$ cat src/rtl/xor_end.sv
// End-of-permutation XOR stage for the ASCON datapath: key/domain XORs on the
// outgoing state, a show-ahead ciphertext FIFO and a handshaked tag register.

package xor_end_pkg;
    typedef logic [4:0][63:0] type_state;
endpackage

module xor_end
    import xor_end_pkg::*;
#(
    parameter int FIFO_DEPTH = 2,
    parameter int CNT_W      = 8
) (
    input  logic               clock_i,
    input  logic               reset_i,
    input  logic               en_xor_key_i,
    input  logic               en_xor_lsb_i,
    input  type_state          state_i,
    input  logic [127:0]       key_i,
    output type_state          state_o,
    input  logic               clear_i,
    input  logic               cipher_capture_i,
    output logic [63:0]        cipher_data_o,
    output logic               cipher_valid_o,
    input  logic               cipher_ready_i,
    output logic               cipher_full_o,
    output logic [CNT_W-1:0]   block_cnt_o,
    input  logic               tag_capture_i,
    input  logic [127:0]       tag_expected_i,
    output logic [127:0]       tag_o,
    output logic               tag_valid_o,
    input  logic               tag_ready_i,
    output logic               tag_match_o,
    output logic               error_o
);

    localparam int PTR_W = (FIFO_DEPTH > 1) ? $clog2(FIFO_DEPTH) : 1;
    localparam int OCC_W = PTR_W + 1;
    localparam logic [OCC_W-1:0] OCC_FULL = OCC_W'(FIFO_DEPTH);
    localparam logic [CNT_W-1:0] CNT_MAX  = {CNT_W{1'b1}};

    typedef enum logic [0:0] {
        T_IDLE = 1'b0,
        T_HOLD = 1'b1
    } tag_state_t;

    logic             flush_s;
    logic [63:0]      mem_r      [FIFO_DEPTH];
    logic [63:0]      mem_next_s [FIFO_DEPTH];
    logic [PTR_W-1:0] wr_ptr_r, wr_ptr_next_s;
    logic [PTR_W-1:0] rd_ptr_r, rd_ptr_next_s;
    logic [OCC_W-1:0] occ_r, occ_next_s;
    logic [CNT_W-1:0] cnt_next_s;
    logic             full_s, push_s, pop_s, cipher_drop_s;

    tag_state_t       tag_state_r, tag_state_next_s;
    logic [127:0]     tag_word_s, tag_next_s;
    logic             match_next_s, tag_drop_s;

    assign flush_s = reset_i || clear_i;

    // End XORs: x0..x2 pass through, key into x3/x4, domain bit into x4 LSB.
    always_comb begin
        state_o    = state_i;
        state_o[3] = state_i[3] ^ (en_xor_key_i ? key_i[127:64] : 64'd0);
        state_o[4] = state_i[4] ^ (en_xor_key_i ? key_i[63:0] : 64'd0)
                   ^ {63'd0, en_xor_lsb_i};
    end

    // A full FIFO can still accept a block when the head leaves in the same cycle.
    always_comb begin
        full_s        = (occ_r == OCC_FULL);
        pop_s         = cipher_valid_o && cipher_ready_i;
        push_s        = cipher_capture_i && (!full_s || pop_s);
        cipher_drop_s = cipher_capture_i && full_s && !pop_s;
    end

    // Next FIFO contents, pointers, occupancy and saturating block counter.
    always_comb begin
        mem_next_s    = mem_r;
        wr_ptr_next_s = wr_ptr_r;
        rd_ptr_next_s = rd_ptr_r;
        cnt_next_s    = block_cnt_o;
        if (push_s) begin
            mem_next_s[wr_ptr_r] = state_i[0];
            wr_ptr_next_s        = wr_ptr_r + PTR_W'(1);
            cnt_next_s           = (block_cnt_o != CNT_MAX) ? block_cnt_o + CNT_W'(1) : block_cnt_o;
        end else begin
            wr_ptr_next_s = wr_ptr_r;
        end
        if (pop_s) begin
            rd_ptr_next_s = rd_ptr_r + PTR_W'(1);
        end else begin
            rd_ptr_next_s = rd_ptr_r;
        end
        case ({push_s, pop_s})
            2'b10:   occ_next_s = occ_r + OCC_W'(1);
            2'b01:   occ_next_s = occ_r - OCC_W'(1);
            default: occ_next_s = occ_r;
        endcase
    end

    // FIFO storage and registered show-ahead head/flags.
    always_ff @(posedge clock_i) begin
        if (flush_s) begin
            for (int i = 0; i < FIFO_DEPTH; i++) begin
                mem_r[i] <= 64'd0;
            end
            wr_ptr_r       <= '0;
            rd_ptr_r       <= '0;
            occ_r          <= '0;
            block_cnt_o    <= '0;
            cipher_data_o  <= 64'd0;
            cipher_valid_o <= 1'b0;
            cipher_full_o  <= 1'b0;
        end else begin
            mem_r          <= mem_next_s;
            wr_ptr_r       <= wr_ptr_next_s;
            rd_ptr_r       <= rd_ptr_next_s;
            occ_r          <= occ_next_s;
            block_cnt_o    <= cnt_next_s;
            cipher_data_o  <= mem_next_s[rd_ptr_next_s];
            cipher_valid_o <= (occ_next_s != OCC_W'(0));
            cipher_full_o  <= (occ_next_s == OCC_FULL);
        end
    end

    assign tag_word_s = {state_o[3], state_o[4]};

    // Tag FSM next state; a release clears the match flag but keeps the tag.
    always_comb begin
        tag_state_next_s = tag_state_r;
        tag_next_s       = tag_o;
        match_next_s     = tag_match_o;
        tag_drop_s       = 1'b0;
        case (tag_state_r)
            T_IDLE: begin
                if (tag_capture_i) begin
                    tag_state_next_s = T_HOLD;
                    tag_next_s       = tag_word_s;
                    match_next_s     = (tag_word_s == tag_expected_i);
                end else begin
                    tag_state_next_s = T_IDLE;
                end
            end
            T_HOLD: begin
                if (tag_ready_i && tag_capture_i) begin
                    tag_state_next_s = T_HOLD;
                    tag_next_s       = tag_word_s;
                    match_next_s     = (tag_word_s == tag_expected_i);
                end else if (tag_ready_i) begin
                    tag_state_next_s = T_IDLE;
                    match_next_s     = 1'b0;
                end else if (tag_capture_i) begin
                    tag_drop_s = 1'b1;
                end else begin
                    tag_state_next_s = T_HOLD;
                end
            end
            default: begin
                tag_state_next_s = T_IDLE;
                match_next_s     = 1'b0;
            end
        endcase
    end

    // Tag FSM state and registered tag outputs.
    always_ff @(posedge clock_i) begin
        if (flush_s) begin
            tag_state_r <= T_IDLE;
            tag_o       <= 128'd0;
            tag_valid_o <= 1'b0;
            tag_match_o <= 1'b0;
        end else begin
            tag_state_r <= tag_state_next_s;
            tag_o       <= tag_next_s;
            tag_valid_o <= (tag_state_next_s == T_HOLD);
            tag_match_o <= match_next_s;
        end
    end

    // Sticky error for any dropped cipher push or tag capture.
    always_ff @(posedge clock_i) begin
        if (flush_s) begin
            error_o <= 1'b0;
        end else begin
            error_o <= error_o | cipher_drop_s | tag_drop_s;
        end
    end

endmodule
$ cat config.mk
export PLATFORM = sky130hd
export DESIGN_NAME = xor_end
export DESIGN_NICKNAME = d
export VERILOG_FILES = /design/src/rtl/xor_end.sv
export SDC_FILE = /design/constraint.sdc
export NUM_CORES = 1
export LEC_CHECK = 0
export ABC_AREA = 0
export CAP_MARGIN = 30
export CORE_AREA = 10 10 423 425
export CTS_CLUSTER_SIZE = 12
export DETAILED_ROUTE_END_ITERATION = 8
export DIE_AREA = 0 0 433 435
export SKIP_LAST_GASP = 1
export SYNTH_ARGS = -nofsm -noshare
export SYNTH_HDL_FRONTEND = slang
export SYNTH_SLANG_ARGS = --single-unit
export TNS_END_PERCENT = 20
$ cat constraint.sdc
create_clock -name clock_i -period 2.4 [get_ports clock_i]
set_input_delay 0.36 -clock clock_i [delete_from_list [all_inputs] [get_ports clock_i]]
set_output_delay 0.36 -clock clock_i [all_outputs]
set_load 0.02 [all_outputs]
* Yosys cells after proc, flatten, opt, wreduce, memory -nomap -nowiden
Index checks and enable logic that the tools add are counted.
Word-level totals: bits in registers 337, input bits 585, output and inout port bits 525, logic and storage cells 77
Cells by class: $add $sub $neg 5, order comparisons 3, equality and inequality tests 9, multiplexer cells 25, bitwise gates (word level) 8, reductions and logical operators 14
Operators by type and width (count):
- $mux W128 | 3
- $mux W64 | 6
- $pmux W128 S2 | 1
- $bwmux W128 | 1
- $eq A128 B128 Y1 | 1
- $xor A64 B64 Y64 | 2
- $demux W64 S1 | 1
- $xor A64 B1 Y64 | 1
- $mux W1 | 10
- $add A8 B1 Y8 const B | 1
- $ne A8 B8 Y1 const B | 1
- $eq A2 B2 Y1 const B | 3
- $logic_and A1 B1 Y1 | 6
- $reduce_and A2 Y1 | 3
- $ge A2 B2 Y1 const B | 2
- $not A1 Y2 | 2
- $pmux W1 S2 | 2
- $pmux W2 S2 | 1
- $ne A3 B2 Y1 const B | 1
- $add A1 B1 Y1 const B | 2
- $add A2 B1 Y2 const B | 1
- $eq A2 B1 Y1 const B | 1
- $logic_not A1 Y1 | 2
- $logic_or A1 B1 Y1 | 2
- other kinds (7) | 8

* Depth between registers and ports, before layout
Gate-level depths: netlist of the first run.
depth in word-level cells 10, gate-level depth with buffers 13, gate-level depth less buffers 8

* Worst setup path before layout of the first run
Ideal clock, no wire load.
kind in2reg, from in en_xor_key_i, to reg tag_match_o, library setup time 0.069 ns, data arrival time 2.555 ns, data required time 2.331 ns, slack -0.224 ns, stages 8, buffers on the path 1, path through buf_4 > nand2_1 > xnor2_1 > o22ai_1 > a2111o_1 > or4_1 > or4_1 > o21ai_1
RTL lines:
- from (decl) | line 16 | input logic en_xor_key_i,
- to (signal assigned) | line 178 | tag_match_o <= match_next_s;
- to (decl) | line 33 | output logic tag_match_o,

* Final worst setup path of the first run
from in state_i[238] (netlist bit), to reg tag_match_o
On the way: cells in the longest elaborated chain, start to end 4, elaborated cells between the ends (all ways) 5, classes of those cells 1 x eq/ne; 3 x mux; 1 x bitwise
RTL lines:
- from (decl) | line 18 | input type_state state_i,
- $xor A64 B64 Y64 * | line 65 | state_o[3] = state_i[3] ^ (en_xor_key_i ? key_i[127:64] : 64'd0);
- $eq A128 B128 Y1 * | line 141, 150
- $mux W1 (on tied branches) | line 147, 138
- $pmux W1 S2 * | line 136 | case (tag_state_r)
Every way passes the cells marked *; elsewhere a longest branch is shown, timed or not. The select of a mux whose other input is x is not followed. A chain may end at the register's enable or synchronous reset.

==> out/metrics.cfg, run 1 <==
[logic_synthesis]
synth-xor-area-share = 0.114
synth_nets = 2576
synth_edf_count = 0
seq_area_frac_synth = 0.382
synth_fa_ha_area_frac = 0.00142
syn_area_sq_mm = 0.0176
yosysUniqueCellTypes = 65
ys.flop_type = dfxtp_1
synth_top_family_by_area = simple AND/OR/NAND/NOR gates
netlist_instances = 1989
yosys_warnings = 0
async_reset_ff_frac = 0
synth_mux_area_frac = 0.117
syn_avg_cell_area_sq_um = 8.87
synth_compound_area_frac = 0.115
ys_ff_latch = 337
synth-simple-area-share = 0.148

[placed_design]
port-buffer-count = 853
gp_congestion = 0.929
dp_hpwl_mm = 144

[sta]
finalWorstSetupSlack_ns = -0.187
hold_viol = 0
max_freq_mhz = 387
final-max-slew-violation-count = 0
min_period_over_period = 1.08
worst_pin_slew_ns = 1.05
fin_setup_tns_ns = -0.788
final-setup-viol-count = 13
whs_ns = 0.378
relSlewSlack = 0.302
rsz0062_at_grt = yes
fin_worst_skew_ns = 0.0605
min_period_ns = 2.59

[clock_tree]
hold_buffers = 0
clkTransAtPathRegs_ns = 0.06
h-tree-depth = 2
cts.path.max_buffers = 3
numCtsBuffers = 46
cts_tree = done
clk_latency_ns = 0.67
root_buffer = clkbuf_16
cts.sinks = 337

[pwr]
combPwrFrac = 0.319
power_frac_seq = 0.303
switchingPower_uw = 6540
p_leak_uw = 0.0137
power_switching_share = 0.338
clkPwrFrac = 0.377
peakVddDrop_mv = 0.550
power.density_mw_per_mm2 = 583
intPower_uw = 12800

[job]
drv_cap = 0

[critical_path]
path_class = in2reg
crit_buf_inv = 3
start_kind = input pin
critical_path.max_stage_delay_ns = 0.55
crit_path_top_delay_cell = or4_4
cp.arrival_ns = 3.14
path_delay_family = simple AND/OR/NAND/NOR gates
crit_chain = clkdlybuf4s50_1 -> xnor2_1 -> buf_4 -> nand3_1 -> nor4_4 -> buf_4 -> o211ai_1 -> or4_4 -> or4_4 -> o21ai_1
reg2reg_slack_ns = 0.08
critPathMaxFanout = 2
crit_required_ns = 2.95
endpoint_kind = flip-flop

[status]
violations = setup timing
status = finished with violations

[detailed_routing]
dr.pass1.iters = 5
vias = 19248
wl_mm = 163
viasPerCell = 3.62
drc = 0
drt_iter0_drc = 1160
drtAntennaViolNets = 0
wl_per_cell_microns = 30.7

[min_path]
min_path_type = in2reg

[global_routing]
grt_pass1_vias = 19155
antenna_found_initial = 86
track_usage = 0.165
overflow = 0
grt_max_degree = 140
grt_pass1_wl_mm = 204

[die]
initial_utilization = 0.103
fp.dieH_microns = 435
core_sq_mm = 0.171
die-area_sq_mm = 0.188
rows = 152
die_x_microns = 433
io_pins = 1110

[cells_and_area]
area_growth_pct = 88.0
drive_above_1_share = 0.230
final_core_util = 0.194
layout.nets = 3624

==> area by class of cell <==
type	count	area (sq um)
fill	18711	137000
timing repair buffer	1290	12500
multi-input combinational	1280	9200
sequential	337	6750
tap	2233	2790
clock buffer	58	1260
inverter	82	308
clock inverter	22	280
antenna	13	32.5
==> power groups by stage <==
stage / Combinational (uW) / Sequential, uW / Clock [uW]
6_report: 6170 / 5870 / 7300
5_1_grt: 6500 / 5880 / 7800
4_1_cts: 6310 / 5870 / 7660
3_5_place_dp: 6240 / 5990 / 0
3_3_place_gp: 6220 / 5980 / 0
2_1_floorplan: 2170 / 6150 / 0
==> worst register-to-register path, delay by kind of cell, from the launching register on <==
family,cells,cell delay [ns]
DFF,1,0.30
buffers and inverters,3,0.56
and+or+nand+nor,5,1.03
AOI/OAI and AO/OA,2,0.31
==> sequential cells by signal (all words and copies together), names as in the netlist <==
name,flops
occ_r,2
mem_r,128
tag_o,128
error_o,1
block_cnt_o,8
tag_state_r,1
rd_ptr_r,1
cipher_data_o,64
cipher_valid_o,1
cipher_full_o,1
wr_ptr_r,1
tag_match_o,1
==> per-layer routing <==
layer / wire length [microns] / GRT usage
met2: 85500 / 0.309
met4: 5750 / 0.0481
met5: 635 / 0.0102
met1: 57600 / 0.170
met3: 13500 / 0.0583
==> what timing repair did <==
item / in CTS / in global routing
pin swaps: 4 / 3
buffers inserted: 1 / 1
resized for setup: 28 / 23
setup endpoints to repair: 28 / 28
==> per-stage QoR <==
stage | setup WS, ns | total power [uW] | instances | instance area [sq um]
after global routing | -0.216 | 20200 | 5308 | 33100
after detailed placement | -1.35 | 12200 | 5220 | 31300
final | -0.187 | 19300 | 5315 | 33200
after CTS | -0.214 | 19800 | 5301 | 33000
after global placement | -1.38 | 12200 | 5220 | 31300
after floorplan | -0.0687 | 8320 | 1989 | 17800
==> cell usage after synthesis, drive strengths merged, types with 3 or more instances <==
| master | count | share of area |
|---|---|---|
| dfxtp | 337 | 0.38 |
| nor2 | 307 | 0.065 |
| buf | 213 | 0.088 |
| mux2i | 199 | 0.11 |
| nand2 | 146 | 0.031 |
| xnor2 | 99 | 0.049 |
| xor2 | 84 | 0.043 |
| inv | 82 | 0.017 |
| o22ai | 81 | 0.029 |
| clkbuf | 77 | 0.016 |
| a211oi | 65 | 0.028 |
| nand2b | 36 | 0.013 |
| nand3 | 20 | 0.0057 |
| a21oi | 18 | 0.0051 |
| nand4 | 18 | 0.0064 |
| xor3 | 16 | 0.022 |
| o21ai | 14 | 0.0040 |
| a32oi | 11 | 0.0055 |
| nor2b | 11 | 0.0039 |
| a21bo | 10 | 0.0057 |
| and2 | 10 | 0.0035 |
| nand3b | 10 | 0.0043 |
| nor4 | 10 | 0.0035 |
| a2111oi | 9 | 0.0045 |
| or4 | 9 | 0.0038 |
| mux2 | 7 | 0.0045 |
| o2111ai | 7 | 0.0035 |
| a2bb2oi | 6 | 0.0030 |
| o211ai | 6 | 0.0026 |
| o2bb2ai | 6 | 0.0030 |
| a21boi | 5 | 0.0021 |
| a221oi | 5 | 0.0025 |
| and3 | 5 | 0.0018 |
| o221ai | 5 | 0.0025 |
| and3b | 4 | 0.0020 |
| a2111o | 3 | 0.0019 |
| a22oi | 3 | 0.0013 |
| a311oi | 3 | 0.0015 |
| o32ai | 3 | 0.0015 |
| or2 | 3 | 0.0011 |
==> cells in the final DEF, fill, tap and decap left out, types with 7 or more instances in the layout <==
cell type        instances
nand2_1                142
a211oi_1                65
o21ai_0                 11
nand3b_1                10
a21bo_2                 10
xor3_1                  16
clkbuf_8                 7
mux2i_1                199
a32oi_1                 11
dfxtp_1                337
buf_12                  78
nand2b_1                32
diode_2                 13
nor2_1                 306
nand4_1                 18
clkdlybuf4s50_1        735
o2111ai_1                7
clkbuf_16               46
buf_4                  466
and2_1                  10
nand3_1                 20
a21oi_1                 15
o22ai_1                 80
inv_1                   81
xnor2_2                 27
xor2_1                  75
nor2b_1                 10
xnor2_1                 72
==> worst paths after layout <==
| check | start | end | cells past startpoint |
|---|---|---|---|
| worst min register to register | mem_r[87]$_SDFF_PP0_ | mem_r[87]$_SDFF_PP0_ | 2 |
| worst min-delay path | cipher_capture_i | error_o$_SDFF_PP0_ | 3 |
| worst max register to register | tag_state_r$_SDFF_PP0_ | tag_match_o$_SDFFE_PP0P_ | 10 |
| worst max-delay path | state_i[238] | tag_match_o$_SDFFE_PP0P_ | 10 |
==> kinds of logic after synthesis <==
family	count (synthesis)
and+or+nand+nor	595
buffers and inverters	372
DFF	337
AOI/OAI and AO/OA	278
muxes	206
xor gates and xnor gates	199
adders and majority gates	2
(Power assumes the default switching activity.)
==> run 2, diff against run 1 <==
CORE_AREA = 10 10 424 426   (was 10 10 423 425)
DIE_AREA = 0 0 434 436   (was 0 0 433 435)
clock period = 2.53 ns   (was 2.4 ns; I/O delays follow)
==> run 2 against run 1 <==
Against the previous run: total power down 6.3%; die area up 0.46%; critical path depth unchanged; via count down 0.58%; the run still ends with setup timing left; worst setup slack better by 0.048 ns; first-iteration DRC count up 12%.
==> out/metrics.cfg, run 2 (synthesized netlist as in run 1, its figures left out) <==
[status]
status = finished with violations  ; unchanged
violations = setup timing  ; unchanged

[pwr]
peakVddDrop_mv = 0.468  ; was 0.550 mV
power_frac_seq = 0.307  ; was 0.303
p_leak_uw = 0.0135  ; was 0.0137 uW
switchingPower_uw = 6010  ; was 6540 uW
power_uw = 18100  ; was 19,300 uW
power.density_mw_per_mm2 = 551  ; was 583 mW/mm^2
intPower_uw = 12100  ; was 12,800 uW
combPwrFrac = 0.320  ; was 0.319
power_switching_share = 0.332  ; was 0.338
clkPwrFrac = 0.372  ; was 0.377

[sta]
min_period_ns = 2.67
min_period_over_period = 1.05
fin_worst_skew_ns = 0.0312  ; was 0.0605 ns
rsz0062_at_grt = yes  ; unchanged
finalWorstSetupSlack_ns = -0.138  ; was -0.187 ns
relSlewSlack = 0.535  ; was 0.302
fin_setup_tns_ns = -0.519  ; was -0.788 ns
final-setup-viol-count = 9  ; was 13
whs_ns = 0.473  ; was 0.378 ns
worst_pin_slew_ns = 0.679  ; was 1.05 ns
max_freq_mhz = 375
final-max-slew-violation-count = 0  ; unchanged
hold_viol = 0  ; unchanged

[detailed_routing]
drc = 0  ; unchanged
drt_iter0_drc = 1302  ; was 1,160
dr.pass1.iters = 8  ; was 5
wl_mm = 162  ; was 163 mm
viasPerCell = 3.60  ; was 3.62
vias = 19136  ; was 19,248
drtAntennaViolNets = 0  ; unchanged
wl_per_cell_microns = 30.6  ; was 30.7 microns

[cells_and_area]
final_cell_mix = clkdlybuf4s50_1, buf_4, dfxtp_1  ; unchanged
mostFrequentLayoutCell = clkdlybuf4s50_1  ; unchanged
drive_above_1_share = 0.217  ; was 0.230
layout.nets = 3617  ; was 3,624
reg_top3 = mem_r: 128 flops, tag_o: 128 flops, cipher_data_o: 64 flops  ; unchanged
nFillCells = 18785  ; was 18,711
area_growth_pct = 86.4  ; was 88.0%

[job]
drv_cap = 0  ; unchanged

[placed_design]
port-buffer-count = 853  ; unchanged
dp_hpwl_mm = 145  ; was 144 mm
dp_slack_ns = -1.16  ; was -1.35 ns
gp_congestion = 0.885  ; was 0.929

[clock_tree]
cts_tree = done  ; unchanged
cts.path.max_buffers = 3  ; unchanged
clk_latency_ns = 0.63  ; was 0.67 ns
root_buffer = clkbuf_16  ; unchanged
h-tree-depth = 2  ; unchanged
clkTransAtPathRegs_ns = 0.06  ; about the same
cts.sinks = 337  ; unchanged
hold_buffers = 0  ; unchanged
numCtsBuffers = 45  ; was 46

[global_routing]
overflow = 0  ; unchanged
grt_pass1_wl_mm = 203  ; was 204 mm
antenna_found_initial = 100  ; was 86
track_usage = 0.164  ; was 0.165
grt_pass1_vias = 19162  ; was 19,155
grt_max_degree = 75  ; was 140

[die]
die_x_microns = 434  ; was 433 microns
die-area_sq_mm = 0.189  ; was 0.188 sq mm
initial_utilization = 0.103  ; about the same
io_pins = 1110  ; unchanged
core_sq_mm = 0.171  ; about the same
fp.dieH_microns = 436  ; was 435 microns
rows = 152  ; unchanged

[critical_path]
crit_required_ns = 3.11  ; was 2.95 ns
endpoint_kind = flip-flop  ; unchanged
path_class = in2reg  ; unchanged
critPathMaxFanout = 2  ; unchanged
start_kind = input pin  ; unchanged
cp.arrival_ns = 3.25  ; was 3.14 ns

[min_path]
min_path_type = in2reg  ; unchanged

## run 2: cell types whose count changed in the layout (fill, tap and decap cells not counted), moves of 4 or more
cell             delta
xnor2_2            -21
xnor2_1            +20
buf_4              -11
clkdlybuf4s50_1     +7
nor4_1              +4
## run 2: power by group through the flow
stage,clock network (uW),logic (uW),registers (uW)
after floorplan,0,2040,5830
after global placement,0,5880,5680
after detailed placement,0,5890,5680
after CTS,7030,5950,5570
after global routing,7190,6110,5580
final,6750,5800,5570
## run 2: metal layers
layer  GRT usage  vias up  part of all wire
met5           0        -            0.0017
met4      0.0377       46             0.029
met3      0.0597      297             0.090
met2       0.310      921              0.53
met1       0.170     9158              0.35
li1            -     8714                 -
## run 2: final cells by class
type                       instances  area [sq um]  share of cell area
timing repair buffer            1284         12500               0.381
multi-input combinational       1280          8940               0.272
sequential                       337          6750               0.205
tap                             2233          2790              0.0850
clock buffer                      59          1270              0.0386
inverter                          82           308             0.00936
clock inverter                    22           258             0.00784
antenna                           14          35.0             0.00107
## run 2: path summary, 6_finish.rpt
path	start	endpoint	slack, ns	depth (start not counted)
setup / recovery	tag_expected_i[30]	tag_match_o$_SDFFE_PP0P_	-0.14	10
hold / removal	state_i[286]	tag_o[30]$_SDFFE_PP0P_	0.47	5
setup reg to reg	tag_state_r$_SDFF_PP0_	tag_match_o$_SDFFE_PP0P_	0.27	10
hold reg to reg	mem_r[82]$_SDFF_PP0_	mem_r[82]$_SDFF_PP0_	0.49	2
## run 2: timing repair
| action | CTS | global route |
|---|---|---|
| pin swaps | 3 | 0 |
| endpoints found under the setup margin | 17 | 19 |
| buffers inserted | 3 | 0 |
| gates resized for setup | 20 | 4 |
## run 2: per-stage QoR
step | util | instance area, sq um | instances
floorplan | - | 17700 | 1989
global placement | 0.182 | 31200 | 5213
detailed placement | 0.182 | 31200 | 5213
CTS | 0.192 | 32800 | 5297
global route | 0.192 | 32900 | 5300
finish | 0.192 | 32900 | 5311
## run 2: worst max-delay path, cell delays in order
cell             delay (ns)
clkdlybuf4s50_1        0.51
xnor2_2                0.12
buf_4                  0.16
and3_4                 0.20
buf_12                 0.11
o22ai_1                0.07
or4_1                  0.51
or4_1                  0.53
or4_4                  0.51
o21ai_1                0.14
